`src/rtl/vga_clkgen_prog_pkg.sv`:
```
// Shared definitions for the VGA DCM_CLKGEN reprogramming sequencer.
// Contents: FSM state type, command prefixes (bit0 is sent first), bit counts per
// phase, and err_code encodings.
package vga_clkgen_prog_pkg;

   typedef enum logic [2:0] {
      StIdle,
      StLoadD,
      StGap1,
      StLoadM,
      StGap2,
      StGo,
      StWaitDone,
      StWaitLock
   } state_e;

   // Command prefixes: bit0 goes out first.
   localparam logic [1:0] LOADD_PFX = 2'b01;
   localparam logic [1:0] LOADM_PFX = 2'b11;

   localparam int unsigned LOAD_BITS = 10;
   localparam int unsigned GAP_BITS  = 2;
   localparam int unsigned GO_BITS   = 1;

   // Serializer word and bit-counter widths.
   localparam int unsigned WORD_W = 10;
   localparam int unsigned CNT_W  = 4;

   localparam logic [1:0] ERR_NONE    = 2'd0;
   localparam logic [1:0] ERR_BAD_M   = 2'd1;
   localparam logic [1:0] ERR_DONE_TO = 2'd2;
   localparam logic [1:0] ERR_LOCK_TO = 2'd3;

endpackage

```
`src/rtl/vga_clkgen_prog_ser.sv`:
```
// PROGCLK divider and 10-bit LSB-first shift register for the DCM program port.
// Ports:
//   clk, rst   sys_clk and asynchronous active-high reset
//   en         level; while low the divider is held with progclk low
//   load       strobe; loads word/len (bit0 of word becomes progdata at once)
//   word, len  next command word and its bit count
//   progclk    divided clock, starts low, toggles every PROG_HALF cycles
//   progdata   current serial bit (registered)
//   fall       high in the sys_clk cycle whose edge drops progclk
//   bit_last   the bit currently on progdata is the last of the word
module vga_clkgen_prog_ser
   import vga_clkgen_prog_pkg::*;
#(
   parameter int unsigned PROG_HALF = 2
) (
   input  logic              clk,
   input  logic              rst,
   input  logic              en,
   input  logic              load,
   input  logic [WORD_W-1:0] word,
   input  logic [CNT_W-1:0]  len,
   output logic              progclk,
   output logic              progdata,
   output logic              fall,
   output logic              bit_last
);

   localparam int unsigned HALF_W = (PROG_HALF > 1) ? $clog2(PROG_HALF) : 1;
   localparam logic [HALF_W-1:0] HALF_MAX = HALF_W'(PROG_HALF - 1);

   logic [HALF_W-1:0] half_cnt;
   logic              clk_q;
   logic [WORD_W-1:0] shreg;
   logic [CNT_W-1:0]  bits_left;
   logic              half_end;

   assign half_end = en && (half_cnt == HALF_MAX);
   assign fall     = half_end && clk_q;
   assign bit_last = (bits_left == CNT_W'(1));
   assign progclk  = clk_q;
   assign progdata = shreg[0];

   always_ff @(posedge clk or posedge rst) begin
      if (rst) begin
         half_cnt <= '0;
         clk_q    <= 1'b0;
      end else if (!en) begin
         half_cnt <= '0;
         clk_q    <= 1'b0;
      end else if (half_end) begin
         half_cnt <= '0;
         clk_q    <= ~clk_q;
      end else begin
         half_cnt <= half_cnt + 1'b1;
      end
   end

   // Data only moves on load or on the progclk falling edge, so it is stable
   // for PROG_HALF cycles either side of every rising edge.
   always_ff @(posedge clk or posedge rst) begin
      if (rst) begin
         shreg     <= '0;
         bits_left <= '0;
      end else if (load) begin
         shreg     <= word;
         bits_left <= len;
      end else if (fall) begin
         shreg <= {1'b0, shreg[WORD_W-1:1]};
         if (bits_left != '0) begin
            bits_left <= bits_left - 1'b1;
         end
      end
   end

endmodule

```
`src/rtl/vga_clkgen_prog.sv`:
```
// Sequencer for the VGA DCM_CLKGEN dynamic reprogramming port.
// On start it sends LoadD, LoadM and GO, then waits for PROGDONE and relock.
// Ports:
//   sys_clk, sys_rst        clock and asynchronous active-high reset
//   start                   one-cycle request; m_minus1/d_minus1 sampled with it
//   busy                    sequence in progress
//   done, err               one-cycle completion / failure pulses
//   err_code                0 none, 1 bad M, 2 PROGDONE timeout, 3 lock timeout
//   locked_sync             vga_locked through a 2-FF synchronizer
//   vga_progclk/en/data     DCM program port outputs
//   vga_progdone, vga_locked DCM status inputs
module vga_clkgen_prog
   import vga_clkgen_prog_pkg::*;
#(
   parameter int unsigned PROG_HALF = 2,
   parameter int unsigned TIMEOUT   = 1048576,
   parameter int unsigned TO_W      = 21
) (
   input  logic       sys_clk,
   input  logic       sys_rst,
   input  logic       start,
   input  logic [7:0] m_minus1,
   input  logic [7:0] d_minus1,
   output logic       busy,
   output logic       done,
   output logic       err,
   output logic [1:0] err_code,
   output logic       locked_sync,
   output logic       vga_progclk,
   output logic       vga_progen,
   output logic       vga_progdata,
   input  logic       vga_progdone,
   input  logic       vga_locked
);

   localparam logic [TO_W-1:0] TO_LAST = TO_W'(TIMEOUT - 1);

   state_e            state;
   logic [7:0]        m_q;
   logic [TO_W-1:0]   to_cnt;
   logic              lock_meta;

   logic              ser_en;
   logic              ser_load;
   logic [WORD_W-1:0] ser_word;
   logic [CNT_W-1:0]  ser_len;
   logic              ser_fall;
   logic              ser_last;

   logic              bit_end;
   logic              done_seen;
   logic              to_hit;
   logic              ending;

   assign bit_end   = ser_fall && ser_last;
   assign done_seen = ser_fall && vga_progdone;
   assign to_hit    = (to_cnt == TO_LAST);

   // Stopping the divider on the same edge the FSM returns to idle keeps
   // progclk low in every idle cycle. Timeout wins over a coincident PROGDONE
   // so this term does not depend on the divider it gates.
   assign ending = ((state == StWaitDone) && to_hit) ||
                   ((state == StWaitLock) && (locked_sync || to_hit));
   assign ser_en = (state != StIdle) && !ending;

   always_ff @(posedge sys_clk or posedge sys_rst) begin
      if (sys_rst) begin
         lock_meta   <= 1'b0;
         locked_sync <= 1'b0;
      end else begin
         lock_meta   <= vga_locked;
         locked_sync <= lock_meta;
      end
   end

   always_comb begin
      ser_load = 1'b0;
      ser_word = '0;
      ser_len  = '0;
      unique case (state)
         StIdle: begin
            if (start && (m_minus1 != 8'd0)) begin
               ser_load = 1'b1;
               ser_word = {d_minus1, LOADD_PFX};
               ser_len  = CNT_W'(LOAD_BITS);
            end
         end
         StLoadD, StLoadM: begin
            if (bit_end) begin
               ser_load = 1'b1;
               ser_len  = CNT_W'(GAP_BITS);
            end
         end
         StGap1: begin
            if (bit_end) begin
               ser_load = 1'b1;
               ser_word = {m_q, LOADM_PFX};
               ser_len  = CNT_W'(LOAD_BITS);
            end
         end
         StGap2: begin
            if (bit_end) begin
               ser_load = 1'b1;
               ser_len  = CNT_W'(GO_BITS);
            end
         end
         default: ;
      endcase
   end

   always_ff @(posedge sys_clk or posedge sys_rst) begin
      if (sys_rst) begin
         state      <= StIdle;
         busy       <= 1'b0;
         done       <= 1'b0;
         err        <= 1'b0;
         err_code   <= ERR_NONE;
         vga_progen <= 1'b0;
         m_q        <= 8'd0;
         to_cnt     <= '0;
      end else begin
         done <= 1'b0;
         err  <= 1'b0;
         unique case (state)
            StIdle: begin
               if (start) begin
                  if (m_minus1 == 8'd0) begin
                     err      <= 1'b1;
                     err_code <= ERR_BAD_M;
                  end else begin
                     m_q        <= m_minus1;
                     busy       <= 1'b1;
                     err_code   <= ERR_NONE;
                     vga_progen <= 1'b1;
                     state      <= StLoadD;
                  end
               end
            end
            StLoadD: begin
               if (bit_end) begin
                  vga_progen <= 1'b0;
                  state      <= StGap1;
               end
            end
            StGap1: begin
               if (bit_end) begin
                  vga_progen <= 1'b1;
                  state      <= StLoadM;
               end
            end
            StLoadM: begin
               if (bit_end) begin
                  vga_progen <= 1'b0;
                  state      <= StGap2;
               end
            end
            StGap2: begin
               if (bit_end) begin
                  vga_progen <= 1'b1;
                  state      <= StGo;
               end
            end
            StGo: begin
               if (bit_end) begin
                  vga_progen <= 1'b0;
                  to_cnt     <= '0;
                  state      <= StWaitDone;
               end
            end
            StWaitDone: begin
               if (to_hit) begin
                  err      <= 1'b1;
                  err_code <= ERR_DONE_TO;
                  busy     <= 1'b0;
                  state    <= StIdle;
               end else if (done_seen) begin
                  to_cnt <= '0;
                  state  <= StWaitLock;
               end else begin
                  to_cnt <= to_cnt + 1'b1;
               end
            end
            StWaitLock: begin
               if (locked_sync) begin
                  done  <= 1'b1;
                  busy  <= 1'b0;
                  state <= StIdle;
               end else if (to_hit) begin
                  err      <= 1'b1;
                  err_code <= ERR_LOCK_TO;
                  busy     <= 1'b0;
                  state    <= StIdle;
               end else begin
                  to_cnt <= to_cnt + 1'b1;
               end
            end
            default: state <= StIdle;
         endcase
      end
   end

   vga_clkgen_prog_ser #(
      .PROG_HALF(PROG_HALF)
   ) u_ser (
      .clk      (sys_clk),
      .rst      (sys_rst),
      .en       (ser_en),
      .load     (ser_load),
      .word     (ser_word),
      .len      (ser_len),
      .progclk  (vga_progclk),
      .progdata (vga_progdata),
      .fall     (ser_fall),
      .bit_last (ser_last)
   );

endmodule

```
`config.mk`:
```
export PLATFORM = sky130hd
export DESIGN_NAME = vga_clkgen_prog
export DESIGN_NICKNAME = d
export VERILOG_FILES = /design/src/rtl/vga_clkgen_prog_pkg.sv /design/src/rtl/vga_clkgen_prog_ser.sv /design/src/rtl/vga_clkgen_prog.sv
export SDC_FILE = /design/constraint.sdc
export NUM_CORES = 1
export LEC_CHECK = 0
export CAP_MARGIN = 20
export CORE_MARGIN = 5
export CORE_UTILIZATION = 57
export DETAILED_ROUTE_END_ITERATION = 10
export GPL_TIMING_DRIVEN = 1
export HOLD_SLACK_MARGIN = 0.08
export PLACE_DENSITY = 0.79
export SLEW_MARGIN = 30
export SYNTH_ARGS = -nofsm -noshare
export SYNTH_HDL_FRONTEND = slang
export SYNTH_SLANG_ARGS = --single-unit
```
`constraint.sdc`:
```
create_clock -name sys_clk -period 2.7 [get_ports sys_clk]
set_input_delay 0.54 -clock sys_clk [delete_from_list [all_inputs] [get_ports sys_clk]]
set_output_delay 0.54 -clock sys_clk [all_outputs]
set_load 0.005 [all_outputs]
```
==> flow_summary.yaml, run 1 <==
placed_design:
  placed_cells: 422
  gp_congestion: 0.896
  io_buffer_count: 29
  hpwl_um: 5080
  place_ws_ps: 103
die:
  die-area_um2: 7130
  row_count: 27
  die_h_um: 84.4
  initial_core_util_pct: 58.1
  chipWidth_um: 84.4
  core-area_um2: 5440
  ioPinCount: 30
cells_and_area:
  drive_gt1_share_pct: 16.2
  fin_cells: 430
  nets: 382
  diodes: 0
  finish.utilization_pct: 68.3
  syn_to_final_growth_pct: 17.6
worst_hold_path:
  hold_class: "flop to flop"
cts:
  clock_latency_ps: 320
  numCtsBuffers: 5
  post-cts-setup-buffer-count: 0
  clk_pin_slew_ps: 110
  ctsHtreeMaxLevel: 2
  cts_tree: "done"
  clock-sinks: 56
  ctsHoldBuffers: 0
  cts-root-buf: "clkbuf_8"
  cts-resized-gates: 0
  clockBufferDepth: 2
sta:
  clock.fmax_mhz: 389
  slew_viol_final: 0
  finalSetupViolations: 0
  timing.final.crit_share_pct: 95.2
  finClkSkew_ps: 8.90
  tightest_slew_ps: 888
  fin_ws_ps: 128
  slew_headroom_pct: 40.6
  fin_crit_ps: 2570
  rsz0062_at_grt: "false"
  final.setup.tns_ps: 0
  hold_viol_final: 0
run_status:
  outcome: "complete, no violations"
pwr:
  pwr_density_cell_nw_per_um2: 415
  p_leak_uw: 0.00163
  power_uw: 1540
  peakVddDrop_v: 0.000287
worst_setup_path:
  cp_data_required_time_ps: 2900
  arrival_ps: 2780
  cp-end-kind: "flop"
  cp_slowest_stage_delay_ps: 460
  cp-start-kind: "flop"
  crit_chain: "inv_1, ha_1, or3b_4, or3_4, nor3b_4, a32oi_4, a221o_2"
  slowest_stage: "a221o_2"
  cp_max_fo: 19
  worst-setup-path-type: "flop to flop"
detailed_routing:
  dr.pass1.iters: 4
  route.detailed.drc: 0
  routed_wl_um: 7320
  ant_nets: 0
  met3_length_um: 398
  highest_layer: "met4"
  wl_met2_um: 3430
  vias: 2688
  wirelength_met1_um: 3440
  drt_iter0_markers: 252
  viasPerCell: 6.25
  post_drt_wl_per_cell_um: 17.0
logic_synthesis:
  asyncSetResetFlopFracSynth_pct: 100
  synth_seq_area_share_pct: 44.4
  avgSynthCellArea_um2: 9.84
  synth_edf_count: 0
  synth-seq-cells: 56
  syn-cell-area_um2: 3160
  yosys_warnings: 0
  synth_ff_type: "dfrtp_1"
  synth_cells: 321
  synth_cell_types: 60
  synth_fp_nets: 346
global_route:
  first_global_vias: 2608
  gr-usage-all-layers_pct: 21.8
  antenna_found_initial: 0
  grt_start_max_net_pins: 37
  grt_first_pass_wirelength_um: 12800
  gr-total-overflow: 0
flow_run:
  maxCapViolCount: 0
through the flow:
step	area (µm²)	hold slack, ps
global route	3710	384
global placement	3600	333
detailed placement	3600	335
finish	3710	360
floorplan	3160	331
CTS	3710	360
synthesized netlist by cell type (all sizes together), types with 3 or more instances:
library cell   n  area [µm²]
a21o           3        22.5
nand4         12        81.3
mux2          18         203
and3          15        93.8
or4            6        45.0
a221o         12         123
a22oi          8        60.1
ha             4        50.1
nor4          13        81.3
nand3         12        70.1
nor2          25        93.8
nand2         28         105
clkbuf         8        30.0
dfrtp         56        1400
inv           10        37.5
nor3           6        35.0
o21ai         16        83.8
a211o          7        61.3
buf            9        53.8
or3            6        42.5
o211ai         6        45.0
a21oi          9        48.8
kinds of logic after synthesis:
kind of cell               synth area share [%]
adders and majority gates                  1.58
and+or+nand+nor                            24.0
buffers and inverters                      3.84
DFF                                        44.4
AOI/OAI and AO/OA                          19.1
xor gates and xnor gates                  0.277
muxes                                      6.74
registers in the layout, indices dropped and copies added, names as in the netlist, 2 cells and up:
name	cells
to_cnt	21
u_ser.shreg	10
m_q	8
u_ser.bits_left	4
state	3
err_code	2
area by class of cell:
type / count / area (µm²)
clock buffer: 5 / 68.8
sequential: 56 / 1400
multi-input combinational: 238 / 1640
clock inverter: 3 / 46.3
timing repair buffer: 46 / 430
fill: 424 / 1730
tap: 72 / 90.1
inverter: 10 / 37.5
power breakdown:
group	internal, µW	switching, µW	total (µW)
combinational	50.6	41.6	92.2
sequential	853	13.4	866
clock	280	303	583
total	1180	358	1540
cells in the final DEF (no fill, tap or decap), types with 3 or more instances in the layout:
master and count:
a21oi_1 7, a21o_1 3, a211o_1 7, o211ai_1 6
nand4_1 11, and3_1 15, clkdlybuf4s50_1 29, nand3_1 10
o21ai_0 14, clkbuf_8 5, a22oi_1 8, nor4_1 13
or4_1 6, nand2_1 28, ha_1 4, buf_4 16
a221o_1 10, or3_1 5, nor2_1 25, mux2_2 18
dfrtp_1 56, nor3_1 5, inv_1 9
final timing paths:
path	depth (start not counted)	to	startpoint	slack [ps]
min in group asynchronous	2	lock_meta	sys_rst	650
max in group asynchronous	3	to_cnt[19]	sys_rst	1400
setup / recovery	7	to_cnt[10]	u_ser.bits_left[1]	130
hold / removal	0	locked_sync	lock_meta	360
hold reg to reg	0	locked_sync	lock_meta	360
setup reg to reg	7	to_cnt[10]	u_ser.bits_left[1]	130
per-layer routing:
metal,global-route usage [%],vias up
met3,3.63,4
li1,-,1297
met4,4.46,0
met5,0,-
met2,35.0,79
met1,31.4,1308
worst max-delay path: cells and delay by family (launching register included):
family                     cells  cell delay (ps)
buffers and inverters          1              120
AOI/OAI and AO/OA              2              660
and+or+nand+nor                3             1090
adders and majority gates      1              170
DFF                            1              410
Power figures use the tool's default switching activity.
==> run 2, diff against run 1 <==
Settings changed: CAP_MARGIN 20 to not set, SETUP_SLACK_MARGIN set to 0.02.
==> run 2 against run 1 <==
Effect of this change:
- clock skew decreased by 1.0 ps
- utilization stayed put
- register-to-register slack barely moved
- setup slack worse by 2.2 ps
- critical path type unchanged
==> flow_summary.yaml, run 2 (synthesis results as in run 1) <==
worst_setup_path:
  crit_chain: "inv_1, ha_1, or3b_4, or3_4, nor3b_4, a32oi_4, a221o_2"
  rr_worst_depth: 7
  cp-end-kind: "flop"
  cp_max_fo: 19
  arrival_ps: 2780
  cp_slowest_stage_delay_ps: 460
  rrSetupSlack_ps: 130
  slowest_stage: "a221o_2"
  cp_data_required_time_ps: 2900
  worst-setup-path-type: "flop to flop"
  timing.rr.end: "to_cnt[10]"
  rr_startpoint: "u_ser.bits_left[1]"
  cp-start-kind: "flop"
pwr:
  p_leak_uw: 0.00163
  pwr_density_cell_nw_per_um2: 415
  peakVddDrop_v: 0.000287
global_route:
  grt_start_max_net_pins: 37
  grt_first_pass_wirelength_um: 12800
  gr-usage-all-layers_pct: 21.8
  antenna_found_initial: 0
  first_global_vias: 2608
  gr-total-overflow: 0
cells_and_area:
  regArea_um2: 1400
  multi_input_area_um2: 1640
  final_common_cell: "dfrtp_1"
  largest_register_ffs: 21
  nets: 382
  top_regs: "to_cnt (21), u_ser.shreg (10), m_q (8)"
  diodes: 0
  fin_cells: 430
  final_cell_mix: "56 x dfrtp_1, 29 x clkdlybuf4s50_1, 28 x nand2_1"
  syn_to_final_growth_pct: 17.6
  num-fill-cells: 424
  drive_gt1_share_pct: 16.2
  largest-register: "to_cnt"
placed_design:
  io_buffer_count: 29
  hpwl_um: 5080
  placed_cells: 422
  gp_congestion: 0.896
  place_ws_ps: 103
sta:
  final.setup.tns_ps: 0
  clock.fmax_mhz: 389
  rsz0062_at_grt: "true"
  hold_viol_final: 0
  finClkSkew_ps: 7.90
  timing.final.crit_share_pct: 95.3
  slew_viol_final: 0
  fin_crit_ps: 2570
  tightest_slew_ps: 904
  fin_ws_ps: 126
  slew_headroom_pct: 39.5
  finalSetupViolations: 0
die:
  initial_core_util_pct: 58.1
  row_count: 27
  chipWidth_um: 84.4
  die-area_um2: 7130
  ioPinCount: 30
  core-area_um2: 5440
  die_h_um: 84.4
run_status:
  outcome: "complete, no violations"
worst_hold_path:
  whs_path_depth: 0
  hold_class: "flop to flop"
  min_to: "locked_sync"
  hold_start: "lock_meta"
cts:
  ctsHtreeMaxLevel: 2
  numCtsBuffers: 5
  clock_latency_ps: 320
  clk_pin_slew_ps: 110
  clock-sinks: 56
  cts_tree: "done"
  clockBufferDepth: 2
  cts-root-buf: "clkbuf_8"
flow_run:
  maxCapViolCount: 0
detailed_routing:
  routed_wl_um: 7330
  drt_iter0_markers: 278
  ant_nets: 0
  viasPerCell: 6.44
  route.detailed.drc: 0
  post_drt_wl_per_cell_um: 17.0
  dr.pass1.iters: 7
  vias: 2769
==> run 2: cell counts in the layout (fill, tap and decap cells not counted) <==
Identical to the previous run, type by type.
==> run 2: metrics by stage <==
stage | total power [µW] | cell area [µm²] | utilization, % | hold slack [ps]
3_3_place_gp | 975 | 3600 | 66.2 | 333
3_5_place_dp | 976 | 3600 | 66.2 | 335
6_report | 1540 | 3710 | 68.3 | 360
4_1_cts | 1550 | 3710 | 68.3 | 360
2_1_floorplan | 922 | 3160 | - | 331
5_1_grt | 1600 | 3710 | 68.3 | 384
==> run 2: critical path, delay by kind of cell, from the launching register on <==
family          cells  cell delay [ps]
buf+inv             1              120
fa+ha+maj           1              170
flops               1              410
compound gates      2              660
simple gates        3             1090
==> run 2: area by class of cell <==
| class | count | area share [%] |
|---|---|---|
| sequential | 56 | 37.7 |
| clock inverter | 3 | 1.25 |
| clock buffer | 5 | 1.85 |
| tap | 72 | 2.43 |
| inverter | 10 | 1.01 |
| timing repair buffer | 46 | 11.6 |
| multi-input combinational | 238 | 44.1 |
==> run 2: timing repair <==
action,4_1_cts,5_1_grt
hold buffers,0,0
setup buffers,0,0
hold endpoints to repair,0,0
gates resized for setup,0,0
setup endpoints to repair,0,2
==> run 2: how the worst max path moves through the flow <==
stage | startpoint | endpoint | depth (start not counted)
4_1_cts | u_ser.bits_left[1] | to_cnt[10] | 7
6_report | u_ser.bits_left[1] | to_cnt[10] | 7
5_1_grt | u_ser.bits_left[1] | to_cnt[10] | 7
3_3_place_gp | m_minus1[0] | state[0] | 7
3_5_place_dp | m_minus1[0] | state[0] | 7
2_1_floorplan | u_ser.bits_left[1] | to_cnt[15] | 8
==> run 2: report_power, final <==
group          switching [µW]  leakage [µW]  internal [µW]
clock                     301     0.0000548            280
combinational            41.9      0.000848           50.6
sequential               13.1      0.000726            853
total                     356       0.00163           1180
==> run 2: routing by layer <==
layer	vias to the layer above	wire [µm]	track usage, %
li1	1296	-	-
met1	1357	3420	31.4
met2	108	3430	35.0
met3	8	409	3.63
met4	0	67	4.46
met5	-	0	0
